===== src/rtl/tc_pkg.sv =====
// tc_pkg: shared widths, FSM state encoding and integrator limits for temp_pi_controller.
package tc_pkg;

    localparam int DATA_W = 8;
    localparam int GAIN_W = 8;
    localparam int FRAC   = 4;
    localparam int INT_W  = 16;

    localparam int ERR_W  = DATA_W + 1;
    localparam int PROD_W = DATA_W + GAIN_W + 1;
    // One bit above the product so p + integ and integ + err*ki never wrap (INT_W <= PROD_W).
    localparam int SUM_W  = PROD_W + 1;

    localparam logic signed [INT_W-1:0] INT_MAX = INT_W'((2 ** (INT_W - 1)) - 1);
    localparam logic signed [INT_W-1:0] INT_MIN = -INT_MAX;

    typedef enum logic [2:0] {IDLE, ERR, PTERM, ITERM, SUM} state_t;

endpackage


===== src/rtl/tc_sat_clamp.sv =====
// tc_sat_clamp: combinational clamp of a signed value into [LO, HI], truncated to OUT_W bits.
// flag reports that the input lay outside the window.
module tc_sat_clamp
    import tc_pkg::*;
#(
    parameter int                      IN_W  = SUM_W,
    parameter int                      OUT_W = DATA_W,
    parameter logic signed [IN_W-1:0] LO    = '0,
    parameter logic signed [IN_W-1:0] HI    = IN_W'((2 ** OUT_W) - 1)
) (
    input  logic signed [IN_W-1:0]  din,
    output logic        [OUT_W-1:0] value,
    output logic                    flag
);

    always_comb begin
        // NOTE: every output is given a default first, so no path leaves it unassigned and no latch is inferred.
        value = din[OUT_W-1:0];
        flag  = 1'b0;
        if (din > HI) begin
            value = HI[OUT_W-1:0];
            flag  = 1'b1;
        end else if (din < LO) begin
            value = LO[OUT_W-1:0];
            flag  = 1'b1;
        end
    end

endmodule


===== src/rtl/temp_pi_controller.sv =====
// temp_pi_controller: per-sample saturated P(I) heater drive between the ADC reader and the PWM stage.
// Define TC_INTEGRAL_EN to build the integrator, anti-windup and ITERM state; otherwise P-only.
module temp_pi_controller
    import tc_pkg::*;
(
    input  logic              clock,
    input  logic              nReset,
    input  logic              enable,
    input  logic [DATA_W-1:0] sample,
    input  logic              sampleValid,
    input  logic [DATA_W-1:0] setpoint,
    input  logic [GAIN_W-1:0] kp,
    input  logic [GAIN_W-1:0] ki,
    output logic [DATA_W-1:0] level,
    output logic              levelValid,
    output logic              saturated,
    output logic              busy,
    output logic              overrun
);

    state_t                   state, state_nxt;
    logic                     accept;
    logic [DATA_W-1:0]        sample_q, setpoint_q;
    logic [GAIN_W-1:0]        kp_q;
    logic signed [ERR_W-1:0]  err_q;
    logic signed [PROD_W-1:0] p_q;
    logic signed [INT_W-1:0]  integ;
    logic                     sat_hi;

    logic [GAIN_W-1:0]        gain;
    logic signed [PROD_W-1:0] prod;
    logic signed [SUM_W-1:0]  u_full, u_shift;
    logic [DATA_W-1:0]        u_level;
    logic                     u_clip;

    assign accept = sampleValid && enable && (state == IDLE);
    assign busy   = (state != IDLE);

    always_ff @(posedge clock or negedge nReset) begin
        // NOTE: state is updated with non-blocking assignments so every flop samples pre-edge values.
        if (!nReset) begin
            state <= IDLE;
        end else if (!enable) begin
            state <= IDLE;
        end else begin
            state <= state_nxt;
        end
    end

    always_comb begin
        state_nxt = state;
        case (state)
            IDLE:    if (accept) state_nxt = ERR;
            ERR:     state_nxt = PTERM;
`ifdef TC_INTEGRAL_EN
            PTERM:   state_nxt = ITERM;
            ITERM:   state_nxt = SUM;
`else
            PTERM:   state_nxt = SUM;
`endif
            SUM:     state_nxt = IDLE;
            default: state_nxt = IDLE;
        endcase
    end

    // NOTE: operand and pipeline registers are always written before they are read, so they carry no reset.
    always_ff @(posedge clock) begin
        if (accept) begin
            sample_q   <= sample;
            setpoint_q <= setpoint;
            kp_q       <= kp;
        end
        if (state == ERR) begin
            err_q <= $signed({1'b0, setpoint_q}) - $signed({1'b0, sample_q});
        end
        if (state == PTERM) begin
            p_q <= prod;
        end
    end

`ifdef TC_INTEGRAL_EN
    logic [GAIN_W-1:0]       ki_q;
    logic signed [SUM_W-1:0] integ_sum;
    logic [INT_W-1:0]        integ_next;
    logic                    unused_integ_clip;
    logic                    err_pos, err_neg, windup_hold;

    always_ff @(posedge clock) begin
        if (accept) begin
            ki_q <= ki;
        end
    end

    assign gain      = (state == ITERM) ? ki_q : kp_q;
    assign integ_sum = SUM_W'(integ) + SUM_W'(prod);

    tc_sat_clamp #(
        .IN_W (SUM_W),
        .OUT_W(INT_W),
        .LO   (SUM_W'(INT_MIN)),
        .HI   (SUM_W'(INT_MAX))
    ) u_integ_clamp (
        .din  (integ_sum),
        .value(integ_next),
        .flag (unused_integ_clip)
    );

    // Hold the integrator while the output is pinned and this error would push it further into that rail.
    assign err_neg     = err_q[ERR_W-1];
    assign err_pos     = !err_q[ERR_W-1] && (err_q != '0);
    assign windup_hold = saturated && ((sat_hi && err_pos) || (!sat_hi && err_neg));

    always_ff @(posedge clock or negedge nReset) begin
        if (!nReset) begin
            integ <= '0;
        end else if (!enable) begin
            integ <= '0;
        end else if ((state == ITERM) && !windup_hold) begin
            integ <= $signed(integ_next);
        end
    end
`else
    logic [GAIN_W-1:0] unused_ki;

    assign unused_ki = ki;
    assign gain      = kp_q;
    assign integ     = '0;
`endif

    // Single multiplier: kp in PTERM, ki in ITERM.
    assign prod = PROD_W'(err_q) * PROD_W'($signed({1'b0, gain}));

    assign u_full  = SUM_W'(p_q) + SUM_W'(integ);
    assign u_shift = u_full >>> FRAC;

    tc_sat_clamp #(
        .IN_W (SUM_W),
        .OUT_W(DATA_W),
        .LO   ('0),
        .HI   (SUM_W'((2 ** DATA_W) - 1))
    ) u_level_clamp (
        .din  (u_shift),
        .value(u_level),
        .flag (u_clip)
    );

    always_ff @(posedge clock or negedge nReset) begin
        if (!nReset) begin
            level      <= '0;
            levelValid <= 1'b0;
            saturated  <= 1'b0;
            sat_hi     <= 1'b0;
            overrun    <= 1'b0;
        end else if (!enable) begin
            level      <= '0;
            levelValid <= 1'b0;
            saturated  <= 1'b0;
            sat_hi     <= 1'b0;
            overrun    <= 1'b0;
        end else begin
            levelValid <= (state == SUM);
            if (state == SUM) begin
                level     <= u_level;
                saturated <= u_clip;
                sat_hi    <= u_clip && !u_shift[SUM_W-1];
            end
            if (sampleValid && busy) begin
                overrun <= 1'b1;
            end
        end
    end

endmodule

===== config.mk =====
export PLATFORM = sky130hd
export DESIGN_NAME = temp_pi_controller
export DESIGN_NICKNAME = d
export VERILOG_FILES = /design/src/rtl/tc_pkg.sv /design/src/rtl/tc_sat_clamp.sv /design/src/rtl/temp_pi_controller.sv
export SDC_FILE = /design/constraint.sdc
export NUM_CORES = 1
export LEC_CHECK = 0
export CAP_MARGIN = 20
export CORE_MARGIN = 1.5
export CORE_UTILIZATION = 45
export DETAILED_ROUTE_END_ITERATION = 8
export PLACE_DENSITY = 0.65
export SLEW_MARGIN = 20
export SYNTH_ARGS = -nofsm -noshare
export SYNTH_HDL_FRONTEND = slang
export SYNTH_HIERARCHICAL = 1
export SYNTH_SLANG_ARGS = --single-unit
export TNS_END_PERCENT = 100

===== constraint.sdc =====
create_clock -name clock -period 5.2 [get_ports clock]
set_input_delay 1.3 -clock clock [delete_from_list [all_inputs] [get_ports clock]]
set_output_delay 1.3 -clock clock [all_outputs]
set_load 0.01 [all_outputs]

## After elaboration in Yosys (flattened, before gate mapping)

Index checks and enable logic that the tools add are counted.

| operators by class | value |
|---|---|
| bitwise gates (word level) | 0 |
| shift-type cells | 0 |
| $add $sub $neg | 1 |
| mux-type cells | 14 |
| reduce and logical (&&, ||, !) cells | 5 |
| eq/ne operators | 6 |
| $lt $le $gt $ge | 2 |
| div/mod/pow operators | 0 |
| multipliers | 1 |

Operators with widths:

| cell | number |
|---|---|
| $mux W8 | 4 |
| $mul A9 B9 Y17 | 1 |
| $gt A13 B9 Y1 const B | 1 |
| $lt A13 B1 Y1 const B | 1 |
| $pmux W3 S3 | 1 |
| $sub A8 B8 Y9 | 1 |
| $mux W1 | 7 |
| $mux W3 | 2 |
| $ne A2 B1 Y1 const B | 2 |
| $eq A3 B1 Y1 const B | 1 |
| $eq A3 B2 Y1 const B | 1 |
| $eq A3 B3 Y1 const B | 1 |
| $logic_and A1 B1 Y1 | 3 |
| $logic_not A3 Y1 | 1 |
| $ne A3 B3 Y1 const B | 1 |
| $reduce_bool A3 Y1 | 1 |

| storage, ports and cells | value |
|---|---|
| memories | 0 |
| ROM bits | 0 |
| RAM bits | 0 |
| logic and storage cells | 39 |
| latch bits | 0 |
| input bits | 36 |
| bits in registers | 64 |
| output and inout bits | 12 |

## Longest topological paths before layout

| depth | value |
|---|---|
| word-level depth | 5 |
| mapped depth | 18 |
| mapped depth without buffers | 16 |

## By module

Netlist, hierarchy kept.

By module, submodules not included:

| module | cells each | instances | area each (um^2) | seq. area each (um^2) |
|---|---|---|---|---|
| temp_pi_controller | 445 | 1 | 4898.4 | 1731.7 |
| tc_sat_clamp | 24 | 1 | 155.1 | 0.0 |

## Least setup slack after synthesis

Ideal clock, no wire load.

| timing | value |
|---|---|
| path type | reg2reg |
| from | register err_q[8] |
| to | register p_q[16] (data pin) |
| period minus slack after synthesis | 4349 ps |
| path buffers | 0 |
| data arrival time | 4088 ps |
| slack | 851 ps |
| library setup time | 261 ps |
| required time | 4939 ps |
| cell stages (with the launch flop) | 16 |
| cells stage by stage | edfxtp_1 > and2_1 > fa_1 > inv_1 > fa_1 > inv_1 > fa_1 > inv_1 > fa_1 > inv_1 > ha_1 > a21o_1 > a21o_1 > a21oi_1 > o21ai_0 > xnor2_1 |

| on the way | value |
|---|---|
| word-level cells in the longest chain between the ends | 1 |

RTL lines:

| what | line | text |
|---|---|---|
| start, declared | temp_pi_controller.sv:25 | `logic signed [ERR_W-1:0] err_q;` |
| start signal, assigned | temp_pi_controller.sv:74 | `err_q <= $signed({1'b0, setpoint_q}) - $signed({1'b0, sample_q});` |
| $mul A9 B9 Y17 | temp_pi_controller.sv:131 | `assign prod = PROD_W'(err_q) * PROD_W'($signed({1'b0, gain}));` |
| net prod[16] | temp_pi_controller.sv:31 | `logic signed [PROD_W-1:0] prod;` |
| end signal, assigned | temp_pi_controller.sv:77 | `p_q <= prod;` |
| end, declared | temp_pi_controller.sv:26 | `logic signed [PROD_W-1:0] p_q;` |

The timed path passes the listed nets, and every way through them passes these cells.
A chain may end at the register's enable or synchronous reset.

## Worst setup path in the final report

| timing | value |
|---|---|
| from | register kp_q[5], in the netlist gain[5] |
| to | register p_q[16] (data pin) |

| on the way | value |
|---|---|
| word-level cells in the longest chain between the ends | 1 |

RTL lines:

| what | line | text |
|---|---|---|
| start, declared | temp_pi_controller.sv:24 | `logic [GAIN_W-1:0] kp_q;` |
| start signal, assigned | temp_pi_controller.sv:71 | `kp_q <= kp;` |
| $mul A9 B9 Y17 | temp_pi_controller.sv:131 |  |
| net prod[16] | temp_pi_controller.sv:31 |  |

The timed path passes the listed nets, and every way through them passes these cells.

==> flow_metrics.py <==
metrics = {
    "outcome": {
        "status": "complete, no violations",
    },
    "routing": {
        "vias_per_cell": 4.96,
        "drc_errors": 0,
        "via_count": 3266,
        "post_drt_wl_per_cell_um": 12.6,
        "routed_wl_um": 8320,
        "drtIter0Drc": 106,
        "dr.pass1.iters": 4,
        "final_antenna_net_count": 0,
    },
    "sta": {
        "worst_slew_pin_slew_ps": 1000,
        "whs_ps": 493,
        "worst_slack_ps": 574,
        "finalCritPeriodShare_pct": 89.0,
        "rsz0062_at_grt": "no",
        "slew_viol_final": 0,
        "fin_skew_ps": 6.32,
        "period_needed_ps": 4630,
        "clock.fmax_mhz": 216,
        "tns_ps": 0,
        "hold_viol": 0,
        "setup_viol_count_final": 0,
        "max_slew_margin_pct": 33.0,
    },
    "final_layout": {
        "stdcell_count": 659,
        "finalNetCount": 647,
        "areaGrowthSynthToFinish_pct": 15.3,
        "drive_gt1_share_pct": 4.62,
        "num_antenna_cells": 0,
        "fillCellCount": 992,
    },
    "global_route": {
        "grt_max_degree": 39,
        "grt_pass1_wl_um": 14800,
        "antenna_found_initial": 0,
        "grt_pass1_vias": 3348,
        "track_usage_pct": 16.2,
        "grt_overflow": 0,
    },
    "yosys": {
        "yosysSeqAreaShare_pct": 34.3,
        "yosysTopAreaCell": "edfxtp_1",
        "synth_top_area_share_pct": 27.3,
        "async_flop_share_pct": 23.3,
        "synth_cell_types": 42,
        "synth_edf_count": 46,
        "syn_area_um2": 5050,
        "synth_most_common_cell": "inv_1",
        "yosys_warnings": 6,
        "postSynthAreaPerCell_um2": 10.8,
        "synth_cells": 469,
        "ys_top_cells_by_count": "inv_1, fa_1, edfxtp_1",
        "synth-seq-cells": 60,
        "synthTopCellsByArea": "edfxtp_1, fa_1, ha_1",
        "synthFlopType": "edfxtp_1",
        "synth_nets": 602,
    },
    "floorplanning": {
        "start_util_pct": 46.4,
        "dieArea_um2": 11900,
        "ios": 48,
        "fp.dieH_um": 109,
        "fp.dieW_um": 109,
        "core_area_um2": 10900,
        "rows": 38,
    },
    "power_and_ir_drop": {
        "clockPowerShare_pct": 19.4,
        "peakVddDrop_v": 0.000187,
        "comb_power_share_pct": 52.1,
        "internal_power_mw": 1.42,
        "switching_share_pct": 38.0,
        "power.density_nw_per_um2": 392,
        "switching_power_uw": 868,
        "p_leak_nw": 2.60,
        "p_seq_share_pct": 28.5,
    },
    "critical_path": {
        "arrival_ps": 4700,
        "path_class": "register to register",
        "worstRegToRegCells": 15,
        "crit_fanout": 9,
        "worst_setup_path_start_kind": "register",
        "endpoint_kind": "register",
        "cp_data_required_time_ps": 5270,
    },
    "clock_network": {
        "clock_latency_ps": 330,
        "cts_resized": 0,
        "clk_pin_slew_ps": 70,
        "root_buffer": "clkbuf_8",
        "post_cts_buffers": 0,
        "cts_hold_buf": 0,
        "numCtsBuffers": 9,
        "cts_sinks": 60,
        "cts_tree": "done",
        "clock_path_buffers": 2,
        "htreeDepth": 3,
    },
    "place": {
        "numPortBuffers": 39,
        "dp_hpwl_um": 6990,
        "gp_congestion": 0.848,
        "place_inst": 643,
        "post-place-ws_ps": 566,
    },
    "flow_run": {
        "cap_violations": 0,
    },
    "min_path": {
        "hold_path_depth": 1,
        "hold_path.class": "register to register",
    },
}
worst max-delay path, cell delays in order, from the launching register on:
cell	delay, ps
edfxtp_1	510
and2_1	210
fa_1	640
inv_1	120
fa_1	540
inv_1	50
fa_1	530
inv_1	50
fa_1	530
inv_1	40
ha_1	370
a21o_1	210
a21o_1	170
a21oi_1	140
o21ai_0	120
xnor2_1	140
power groups by stage:
stage	Sequential [mW]	Combinational, mW	Clock (mW)
floorplan	0.644	0.968	0
global placement	0.661	1.15	0
detailed placement	0.662	1.19	0
CTS	0.652	1.20	0.460
global route	0.658	1.38	0.480
finish	0.652	1.19	0.443
registers in the layout, indices dropped and copies added (netlist names):
| name | count |
|---|---|
| state | 3 |
| p_q | 13 |
| gain | 8 |
| setpoint_q | 8 |
| sample_q | 8 |
| level | 8 |
| saturated | 1 |
| overrun | 1 |
| err_q | 9 |
| levelValid | 1 |
final timing paths:
check / start / endpoint / slack, ps
setup / recovery: gain[5]$_DFFE_PP_ / p_q[16]$_DFFE_PN_ / 570
max in group asynchronous: nReset / level[2]$_DFFE_PN0P_ / 3450
setup reg to reg: gain[5]$_DFFE_PP_ / p_q[16]$_DFFE_PN_ / 570
hold reg to reg: level[3]$_DFFE_PN0P_ / level[3]$_DFFE_PN0P_ / 490
hold / removal: level[3]$_DFFE_PN0P_ / level[3]$_DFFE_PN0P_ / 490
min in group asynchronous: nReset / level[7]$_DFFE_PN0P_ / 1350
layer usage:
| layer | global-route usage [%] | up-vias | routed length [µm] |
|---|---|---|---|
| met5 | 0 | - | 0 |
| li1 | - | 1622 | - |
| met3 | 3.35 | 9 | 254 |
| met4 | 5.26 | 0 | 116 |
| met2 | 29.7 | 46 | 4430 |
| met1 | 18.8 | 1589 | 3520 |
metrics by stage:
stage / util, % / cell area, µm² / power, mW
2_1_floorplan: - / 5050 / 1.61
3_3_place_gp: 51.5 / 5610 / 1.81
3_5_place_dp: 51.6 / 5620 / 1.85
4_1_cts: 53.5 / 5820 / 2.31
5_1_grt: 53.5 / 5820 / 2.52
6_report: 53.5 / 5820 / 2.28
layout make-up:
class / count / area (µm²) / share of cell area [%]
well taps: 140 / 175 / 3.01
clock inverters: 6 / 78.8 / 1.35
multi-input cells: 301 / 2920 / 50.1
repair buffers: 42 / 417 / 7.15
clock buffers: 10 / 128 / 2.19
flip-flops and latches: 60 / 1730 / 29.7
inverters: 100 / 375 / 6.44
logic make-up after synthesis:
group	count (synthesis)	synth area share, %
buf+inv	108	8.12
simple gates	123	13.3
flops	60	34.3
compound gates	62	8.24
fa+ha+maj	97	32.8
xor+xnor	19	3.29
cells in the final DEF, fill, tap and decap left out, drive strengths merged, types with 5 or more instances in the layout:
cell | Yosys | layout
nor4 | 12 | 12
ha | 38 | 38
edfxtp | 46 | 46
dfrtp | 14 | 14
xnor2 | 17 | 17
a21oi | 12 | 12
nor2 | 16 | 16
nand2 | 30 | 30
clkdlybuf4s50 | 0 | 39
a31oi | 9 | 9
fa | 59 | 59
o21a | 5 | 5
and2 | 45 | 45
nand3 | 5 | 5
inv | 100 | 100
a22o | 9 | 9
clkbuf | 5 | 10
o21ai | 12 | 12
No activity file was read; power rests on OpenSTA's default activity.
